===== config.mk =====
export PLATFORM = sky130hd
export DESIGN_NAME = adder_csr_bank
export DESIGN_NICKNAME = d
export VERILOG_FILES = /design/src/rtl/adder_csr_pkg.sv /design/src/rtl/adder_csr_seq.sv /design/src/rtl/adder_csr_bank.sv
export SDC_FILE = /design/constraint.sdc
export NUM_CORES = 1
export LEC_CHECK = 0
export ABC_AREA = 0
export CAP_MARGIN = 20
export CELL_PAD_IN_SITES_DETAIL_PLACEMENT = 2
export CELL_PAD_IN_SITES_GLOBAL_PLACEMENT = 2
export CORE_AREA = 2 2 172 90
export CTS_CLUSTER_DIAMETER = 40
export DETAILED_ROUTE_END_ITERATION = 8
export DIE_AREA = 0 0 174 92
export DONT_BUFFER_PORTS = 1
export GPL_ROUTABILITY_DRIVEN = 0
export PLACE_DENSITY = 0.88
export SETUP_SLACK_MARGIN = 0.05
export SLEW_MARGIN = 30
export SYNTH_ARGS = -nofsm -noshare
export SYNTH_HDL_FRONTEND = slang
export SYNTH_HIERARCHICAL = 1
export SYNTH_SLANG_ARGS = --single-unit

===== constraint.sdc =====
create_clock -name ACLK -period 4.2 [get_ports ACLK]
set_input_delay 0.63 -clock ACLK [delete_from_list [all_inputs] [get_ports ACLK]]
set_output_delay 0.63 -clock ACLK [all_outputs]
set_load 0.005 [all_outputs]

===== src/rtl/adder_csr_pkg.sv =====
// Shared types, register bit positions and register-offset helpers for the adder CSR bank.
// Offsets of the fixed registers follow the N_OPS operand slots.
package adder_csr_pkg;

    typedef enum logic {
        ST_IDLE = 1'b0,
        ST_BUSY = 1'b1
    } seq_state_e;

    localparam int CTRL_START_BIT  = 0;
    localparam int CTRL_IRQ_EN_BIT = 1;

    localparam int STATUS_BUSY_BIT = 0;
    localparam int STATUS_DONE_BIT = 1;
    localparam int STATUS_ERR_BIT  = 2;

    localparam int SEQ_CNT_W = 8;

    function automatic int result_idx(input int n_ops);
        return n_ops;
    endfunction

    function automatic int ctrl_idx(input int n_ops);
        return n_ops + 1;
    endfunction

    function automatic int status_idx(input int n_ops);
        return n_ops + 2;
    endfunction

    function automatic int id_idx(input int n_ops);
        return n_ops + 3;
    endfunction

    function automatic int first_unmapped_idx(input int n_ops);
        return n_ops + 4;
    endfunction

endpackage


===== src/rtl/adder_csr_seq.sv =====
// Start/busy/done sequencer: IDLE/BUSY FSM, completion timeout, start pulse,
// result capture and the done/err sticky flags.
//
//   state   | meaning
//   --------+--------------------------------------------------------------
//   ST_IDLE | waiting for a start write; i_result_valid ignored
//   ST_BUSY | datapath running; waiting for result valid or timeout
module adder_csr_seq
    import adder_csr_pkg::*;
#(
    parameter int DATA_W  = 32,
    parameter int TIMEOUT = 16
) (
    input  logic              ACLK,
    input  logic              ARSTn,
    input  logic              start_req,
    input  logic              err_req,
    input  logic              w1c_done,
    input  logic              w1c_err,
    input  logic              result_valid,
    input  logic [DATA_W-1:0] result,
    output logic              start_pulse,
    output logic              busy,
    output logic              done,
    output logic              err,
    output logic [DATA_W-1:0] result_q
);

    seq_state_e           state;
    logic [SEQ_CNT_W-1:0] cnt;
    logic                 timeout_hit;

    assign timeout_hit = (cnt == SEQ_CNT_W'(TIMEOUT - 1));
    assign busy        = (state == ST_BUSY);

    // Sticky flags: W1C is applied first so a hardware set in the same cycle wins.
    always_ff @(posedge ACLK) begin
        if (!ARSTn) begin
            state       <= ST_IDLE;
            cnt         <= '0;
            start_pulse <= 1'b0;
            done        <= 1'b0;
            err         <= 1'b0;
            result_q    <= '0;
        end else begin
            start_pulse <= 1'b0;

            if (w1c_done) begin
                done <= 1'b0;
            end
            if (w1c_err) begin
                err <= 1'b0;
            end
            if (err_req) begin
                err <= 1'b1;
            end

            case (state)
                ST_IDLE: begin
                    if (start_req) begin
                        state       <= ST_BUSY;
                        cnt         <= '0;
                        start_pulse <= 1'b1;
                        done        <= 1'b0;
                    end
                end
                ST_BUSY: begin
                    if (start_req) begin
                        err <= 1'b1;
                    end
                    if (result_valid) begin
                        result_q <= result;
                        done     <= 1'b1;
                        state    <= ST_IDLE;
                        cnt      <= '0;
                    end else if (timeout_hit) begin
                        err   <= 1'b1;
                        state <= ST_IDLE;
                        cnt   <= '0;
                    end else begin
                        cnt <= cnt + 1'b1;
                    end
                end
                default: begin
                    state <= ST_IDLE;
                    cnt   <= '0;
                end
            endcase
        end
    end

endmodule


===== src/rtl/adder_csr_bank.sv =====
// Control/status register bank for the adder: operand registers with byte strobes,
// RESULT/CTRL/STATUS/ID decode, combinational read mux and the sequencer instance.
module adder_csr_bank
    import adder_csr_pkg::*;
#(
    parameter int          DATA_W   = 32,
    parameter int          ADDR_W   = 32,
    parameter int          N_OPS    = 2,
    parameter int          TIMEOUT  = 16,
    parameter logic [31:0] ID_VALUE = 32'hADD0_0002
) (
    input  logic                    ACLK,
    input  logic                    ARSTn,
    input  logic                    i_en_amba_write,
    input  logic [ADDR_W-1:0]       i_addr_wc,
    input  logic [DATA_W-1:0]       i_data_wc,
    input  logic [DATA_W/8-1:0]     i_wstrb,
    input  logic [ADDR_W-1:0]       i_addr_rc,
    output logic [DATA_W-1:0]       o_data_rc,
    output logic [N_OPS*DATA_W-1:0] o_operands,
    output logic                    o_start,
    output logic                    o_busy,
    input  logic                    i_result_valid,
    input  logic [DATA_W-1:0]       i_result,
    output logic                    o_irq
);

    localparam int N_BYTES     = DATA_W / 8;
    localparam int IDX_RESULT  = result_idx(N_OPS);
    localparam int IDX_CTRL    = ctrl_idx(N_OPS);
    localparam int IDX_STATUS  = status_idx(N_OPS);
    localparam int IDX_ID      = id_idx(N_OPS);
    localparam int IDX_UNMAPPED = first_unmapped_idx(N_OPS);

    logic [DATA_W-1:0] op_q [N_OPS];
    logic              irq_en_q;

    logic              busy;
    logic              done;
    logic              err;
    logic [DATA_W-1:0] result_q;

    logic wr_is_op;
    logic wr_is_result;
    logic wr_is_ctrl;
    logic wr_is_status;
    logic wr_is_id;
    logic wr_unmapped;
    logic wr_op_ok;
    logic wr_err;
    logic wr_ctrl_b0;
    logic wr_status_b0;
    logic start_req;
    logic w1c_done;
    logic w1c_err;

    always_comb begin
        wr_is_op     = (i_addr_wc <  ADDR_W'(N_OPS));
        wr_is_result = (i_addr_wc == ADDR_W'(IDX_RESULT));
        wr_is_ctrl   = (i_addr_wc == ADDR_W'(IDX_CTRL));
        wr_is_status = (i_addr_wc == ADDR_W'(IDX_STATUS));
        wr_is_id     = (i_addr_wc == ADDR_W'(IDX_ID));
        wr_unmapped  = (i_addr_wc >= ADDR_W'(IDX_UNMAPPED));
    end

    // Operand writes during BUSY are refused so the datapath sees stable inputs.
    assign wr_op_ok     = i_en_amba_write && wr_is_op && !busy;
    assign wr_err       = i_en_amba_write &&
                          (wr_is_result || wr_is_id || wr_unmapped || (wr_is_op && busy));
    assign wr_ctrl_b0   = i_en_amba_write && wr_is_ctrl && i_wstrb[0];
    assign wr_status_b0 = i_en_amba_write && wr_is_status && i_wstrb[0];
    assign start_req    = wr_ctrl_b0 && i_data_wc[CTRL_START_BIT];
    assign w1c_done     = wr_status_b0 && i_data_wc[STATUS_DONE_BIT];
    assign w1c_err      = wr_status_b0 && i_data_wc[STATUS_ERR_BIT];

    always_ff @(posedge ACLK) begin
        if (!ARSTn) begin
            for (int k = 0; k < N_OPS; k++) begin
                op_q[k] <= '0;
            end
            irq_en_q <= 1'b0;
        end else begin
            if (wr_op_ok) begin
                for (int k = 0; k < N_OPS; k++) begin
                    if (i_addr_wc == ADDR_W'(k)) begin
                        for (int b = 0; b < N_BYTES; b++) begin
                            if (i_wstrb[b]) begin
                                op_q[k][b*8 +: 8] <= i_data_wc[b*8 +: 8];
                            end
                        end
                    end
                end
            end
            if (wr_ctrl_b0) begin
                irq_en_q <= i_data_wc[CTRL_IRQ_EN_BIT];
            end
        end
    end

    always_comb begin
        o_data_rc = '0;
        for (int k = 0; k < N_OPS; k++) begin
            if (i_addr_rc == ADDR_W'(k)) begin
                o_data_rc = op_q[k];
            end
        end
        if (i_addr_rc == ADDR_W'(IDX_RESULT)) begin
            o_data_rc = result_q;
        end
        if (i_addr_rc == ADDR_W'(IDX_CTRL)) begin
            o_data_rc[CTRL_IRQ_EN_BIT] = irq_en_q;
        end
        if (i_addr_rc == ADDR_W'(IDX_STATUS)) begin
            o_data_rc[STATUS_BUSY_BIT] = busy;
            o_data_rc[STATUS_DONE_BIT] = done;
            o_data_rc[STATUS_ERR_BIT]  = err;
        end
        if (i_addr_rc == ADDR_W'(IDX_ID)) begin
            o_data_rc = DATA_W'(ID_VALUE);
        end
    end

    for (genvar k = 0; k < N_OPS; k++) begin : g_operands
        assign o_operands[k*DATA_W +: DATA_W] = op_q[k];
    end

    assign o_busy = busy;
    assign o_irq  = done && irq_en_q;

    adder_csr_seq #(
        .DATA_W  (DATA_W),
        .TIMEOUT (TIMEOUT)
    ) u_seq (
        .ACLK         (ACLK),
        .ARSTn        (ARSTn),
        .start_req    (start_req),
        .err_req      (wr_err),
        .w1c_done     (w1c_done),
        .w1c_err      (w1c_err),
        .result_valid (i_result_valid),
        .result       (i_result),
        .start_pulse  (o_start),
        .busy         (busy),
        .done         (done),
        .err          (err),
        .result_q     (result_q)
    );

endmodule


== Word-level counts from Yosys, hierarchy flattened ==
Memory sizes are Yosys's and may differ from the RTL's.
Index checks and enable logic that the tools add are counted.
Storage, ports and cells
  register bits after elaboration: 45
  latch bits: 0
  memory bits (writable): 64
  bits in read-only memories: 0
  input bits: 136
  output and inout bits: 99
  word-level logic and storage cells: 122
  memories: 1
Operators by class
  $add $sub $neg: 1
  $mul: 0
  div/mod/pow operators: 0
  $lt $le $gt $ge: 2
  eq/ne operators: 12
  shift operators: 0
  muxes and demuxes: 69
  bitwise operators: 10
  reduce and logical (&&, ||, !) cells: 20
Memories
  op_q: words 2, bits a word 32, read ports 2, clocked after memory_dff 0, write ports 2, line adder_csr_bank.sv:35  | logic [DATA_W-1:0] op_q [N_OPS];
Operator list (number)
  $eq 32x2->1 const B: 4
  $eq 32x3->1 const B: 4
  $mux 32: 4
  $mux 8: 11
  $eq 32x1->1 const B: 2
  $logic_not 32->1: 2
  $mux 1: 50
  $ge 32x3->1 const B: 1
  $lt 32x2->1 const B: 1
  $pmux 8 s2: 1
  $logic_and 1x1->1: 12
  $add 8x1->8 const B: 1
  $eq 8x4->1 const B: 1
  $or 1x1->1: 8
  $pmux 1 s2: 2
  $logic_or 1x1->1: 3
  $mux 3: 1
  $ne 2x2->1 const B: 1
  $not 1->1: 2
  $reduce_and 2->1: 1
  $reduce_or 2->1: 1
  $logic_not 1->1: 1

== Longest topological paths before layout ==
  depth in word-level cells: 10
  gate-level depth with buffers: 8
  gate-level depth less buffers: 8

== Modules after synthesis ==
The synthesis kept the hierarchy.
By module, submodules not included
  adder_csr_bank: times used 1, cells an instance 368, area each 3757.4 um2, seq. area each 1941.9 um2
  adder_csr_seq: times used 1, cells an instance 209, area each 1771.7 um2, seq. area each 880.8 um2

== Worst setup path before layout ==
No wires, ideal clock.
  kind: input -> register
  start point: input port i_wstrb[0]
  end point: register u_seq.cnt[7]
  library setup time: 0.066 ns
  data arrival time: 2.448 ns
  data required time: 4.134 ns
  slack: 1.687 ns
  stages: 8
  buffers on the path: 0
  path through: nand2_1 -> or4b_1 -> nor3_1 -> and2_1 -> nor2_1 -> or4_1 -> a21o_1 -> a21boi_2
On the way
  word-level cells in the longest chain between the ends: 3
Ends and longest elaborated chain
  from (decl): line adder_csr_bank.sv:17  | input logic [DATA_W/8-1:0] i_wstrb,
  $logic_and 1x1->1: line adder_csr_bank.sv:70  | assign wr_ctrl_b0 = i_en_amba_write && wr_is_ctrl && i_wstrb[0];
  $logic_and 1x1->1: line adder_csr_bank.sv:72  | assign start_req = wr_ctrl_b0 && i_data_wc[CTRL_START_BIT];
  net start_req: line adder_csr_bank.sv:53  | logic start_req;
  $ne 2x2->1 (no line)
  to (signal assigned): line adder_csr_seq.sv:81  | cnt <= cnt + 1'b1;
  to (decl): line adder_csr_seq.sv:30  | logic [SEQ_CNT_W-1:0] cnt;
The timed path passes the listed nets, and every way through them passes these cells.
A chain may end at the register's enable or synchronous reset.

== Final worst setup path ==
  start point: input port i_addr_rc[0]
  end point: output port o_data_rc[27]
On the way
  word-level cells in the longest chain between the ends: 5
  elaborated cells on any way between the ends: 8
  those cells by class: 3 x eq/ne; 4 x mux; 1 x reduce/logical
Ends and longest elaborated chain
  from (decl): line adder_csr_bank.sv:18  | input logic [ADDR_W-1:0] i_addr_rc,
  $logic_not 32->1: line adder_csr_bank.sv:103  | if (i_addr_rc == ADDR_W'(k)) begin
  $mux 32 (2 in a row): line adder_csr_bank.sv:103
  $mux 32: line adder_csr_bank.sv:107  | if (i_addr_rc == ADDR_W'(IDX_RESULT)) begin
  $mux 32 *: line adder_csr_bank.sv:118  | if (i_addr_rc == ADDR_W'(IDX_ID)) begin
  to (decl): line adder_csr_bank.sv:19  | output logic [DATA_W-1:0] o_data_rc,
Every way passes the cells marked *; elsewhere a longest branch is shown, timed or not.

==> impl_metrics.env <==
export IMPL_cts_resized=0
export IMPL_first_pass_iters=5
export IMPL_drive_above_1_share=0.0825
export IMPL_regArea_mm2=0.00282
export IMPL_cp_required_ns=3.57
export IMPL_postLayoutSetupSlackWorst_ns=1.21
export IMPL_ys_types=50
export IMPL_path_class="primary input to output port"
export IMPL_synth_common_cells="nand2_1, edfxtp_1, nor3_1"
export IMPL_syn_area_per_cell_um2=9.58
export IMPL_finish_instance_area_mm2=0.00597
export IMPL_clkLatencyLatePin_ns=0.34
export IMPL_power_density_mw_per_mm2=353
export IMPL_finish_net_count=702
export IMPL_clock_sinks=109
export IMPL_async_flop_share=0
export IMPL_grt_usage=0.256
export IMPL_fillers=1595
export IMPL_totalWireLength_um=20300
export IMPL_ir_worst_vdd_mv=0.155
export IMPL_max_slew_margin=0.453
export IMPL_worstSetupEndpoint="o_data_rc[27]"
export IMPL_fin_crit_sh=0.712
export IMPL_initial_core_util=0.375
export IMPL_die_area_mm2=0.0160
export IMPL_setup_violations=0
export IMPL_dpl_worst_slack_ns=1.15
export IMPL_cp_max_fo=37
export IMPL_synth_area_leaders="edfxtp_1, dfxtp_1, mux2i_1"
export IMPL_core_area_mm2=0.0147
export IMPL_reg2reg_to="op_q[1][14]$_DFFE_PP_"
export IMPL_r2r_cells=5
export IMPL_clk_pin_slew_ns=0.07
export IMPL_hold_path_class="primary input to register"
export IMPL_max_clock_freq_mhz=334
export IMPL_leakage_nw=2.03
export IMPL_skew_ns=0.00571
export IMPL_drtIter0Drc=213
export IMPL_synth_net_count=714
export IMPL_max_cap_violations=0
export IMPL_io_pins=235
export IMPL_yosysMostFrequentCell="nand2_1"
export IMPL_syn_to_final_growth_pct=8.06
export IMPL_power_mw=2.11
export IMPL_synth_edf_count=64
export IMPL_crit_start="i_addr_rc[0]"
export IMPL_first_global_vias=4990
export IMPL_end_kind="output port"
export IMPL_rsz0062_at_grt="false"
export IMPL_worst_pin_slew_ns=0.812
export IMPL_tns_ns=0
export IMPL_rrSetupSlack_ns=1.77
export IMPL_cts_buffer_depth=2
export IMPL_dpl_cell_area_mm2=0.00570
export IMPL_rr_startpoint="u_seq/busy$_SDFF_PN0_"
export IMPL_cts_buffers=9
export IMPL_cts_setup_buffers=0
export IMPL_htreeDepth=3
export IMPL_synth_flop_cell="edfxtp_1"
export IMPL_yosys_area_top_type="edfxtp_1"
export IMPL_die_w_um=174
export IMPL_drv_slew=0
export IMPL_fin_cells=774
export IMPL_grt_ovfl_total=0
export IMPL_start_kind="primary input"
export IMPL_num_rows=32
export IMPL_vias=4471
export IMPL_dp_final_hpwl_um=15000
export IMPL_wl_per_cell_um=26.2
export IMPL_cts_root_buf="clkbuf_16"
export IMPL_ys_warn_count=6
export IMPL_synth_seq_cells=109
export IMPL_die_y_um=92
export IMPL_vias_per_cell=5.78
export IMPL_numPortBuffers=0
export IMPL_place_inst=758
export IMPL_synthCells=577
export IMPL_antenna_found_initial=0
export IMPL_yosysSeqAreaShare=0.511
export IMPL_n_antenna_cell=0
export IMPL_synthesis_area_mm2=0.00553
export IMPL_antenna_left=0
export IMPL_cp_data_arrival_time_ns=2.36
export IMPL_cts_tree="yes"
export IMPL_multi_input_area_mm2=0.00240
export IMPL_hold_viol=0
export IMPL_grt_max_degree=54
export IMPL_layout_min_cycle_time_ns=2.99
export IMPL_status="completed"
export IMPL_drc=0
export IMPL_grt_pass1_wl_um=30600
export IMPL_ctsHoldBuffers=0
export IMPL_synth_top_area_frac=0.348
## layout by cell type (no fill, tap or decap), drive strengths merged, types with 31 or more instances in the layout
master / instances
nand2: 75
dfxtp: 45
edfxtp: 64
nor2: 33
inv: 31
a21boi: 37
nor3: 51
a21oi: 34
mux2i: 33
and2: 44
## metrics by stage
step                utilization  hold slack (ns)
CTS                       0.405            0.413
finish                    0.405            0.423
floorplan                     -            0.435
global placement          0.387            0.445
global route              0.405            0.404
detailed placement        0.387            0.456
## how the worst min path moves through the flow
stage | to | cells after the start | slack [ns] | start
finish | u_seq/cnt[0]$_SDFFE_PN0P_ | 1 | 0.42 | ARSTn
global route | u_seq/err$_SDFF_PN0_ | 1 | 0.40 | ARSTn
CTS | u_seq/cnt[0]$_SDFFE_PN0P_ | 1 | 0.41 | ARSTn
detailed placement | u_seq/result_q[3]$_SDFFE_PN0P_ | 2 | 0.46 | u_seq/result_q[3]$_SDFFE_PN0P_
global placement | u_seq/result_q[7]$_SDFFE_PN0P_ | 2 | 0.44 | u_seq/result_q[7]$_SDFFE_PN0P_
floorplan | u_seq/result_q[27]$_SDFFE_PN0P_ | 2 | 0.43 | u_seq/result_q[27]$_SDFFE_PN0P_
## routing by layer
metal / vias up / part of all wire / wire length [µm] / global-route usage
met5: - / 0 / 0 / 0
met4: 0 / 0.0070 / 143 / 0.0483
met3: 15 / 0.076 / 1540 / 0.0808
met2: 173 / 0.49 / 9900 / 0.438
met1: 2287 / 0.43 / 8710 / 0.321
li1: 1996 / - / - / -
## power by group
| part | switching (mW) | total, mW | internal, mW |
|---|---|---|---|
| sequential | 0.0336 | 1.19 | 1.16 |
| clock | 0.406 | 0.814 | 0.408 |
| combinational | 0.0564 | 0.101 | 0.0442 |
## state kept, by name, indices dropped and copies added (netlist names)
signal             cells
irq_en_q               1
op_q                  64
u_seq/err              1
u_seq/cnt              8
u_seq/done             1
u_seq/start_pulse      1
u_seq/busy             1
u_seq/result_q        32
## critical path, stage by stage
cell     delay [ns]
nor2b_4        0.52
nor2b_1        0.23
nor3_1         0.54
buf_4          0.26
and2_1         0.17
## cell type report
class / count / share of cell area
flip-flops and latches: 109 / 0.472
multi-input cells: 400 / 0.402
well taps: 204 / 0.0427
clock buffers: 10 / 0.0383
inverters: 31 / 0.0195
repair buffers: 14 / 0.0176
clock inverters: 6 / 0.00733
## cell families after synthesis
logic type | count (synthesis) | synth area share
compound gates | 107 | 0.120
xor+xnor | 2 | 0.00317
fa+ha+maj | 1 | 0.00226
buf+inv | 68 | 0.0570
flops | 109 | 0.511
mux | 34 | 0.0638
simple gates | 256 | 0.243
Note: power is estimated with default switching activity, not from simulation.
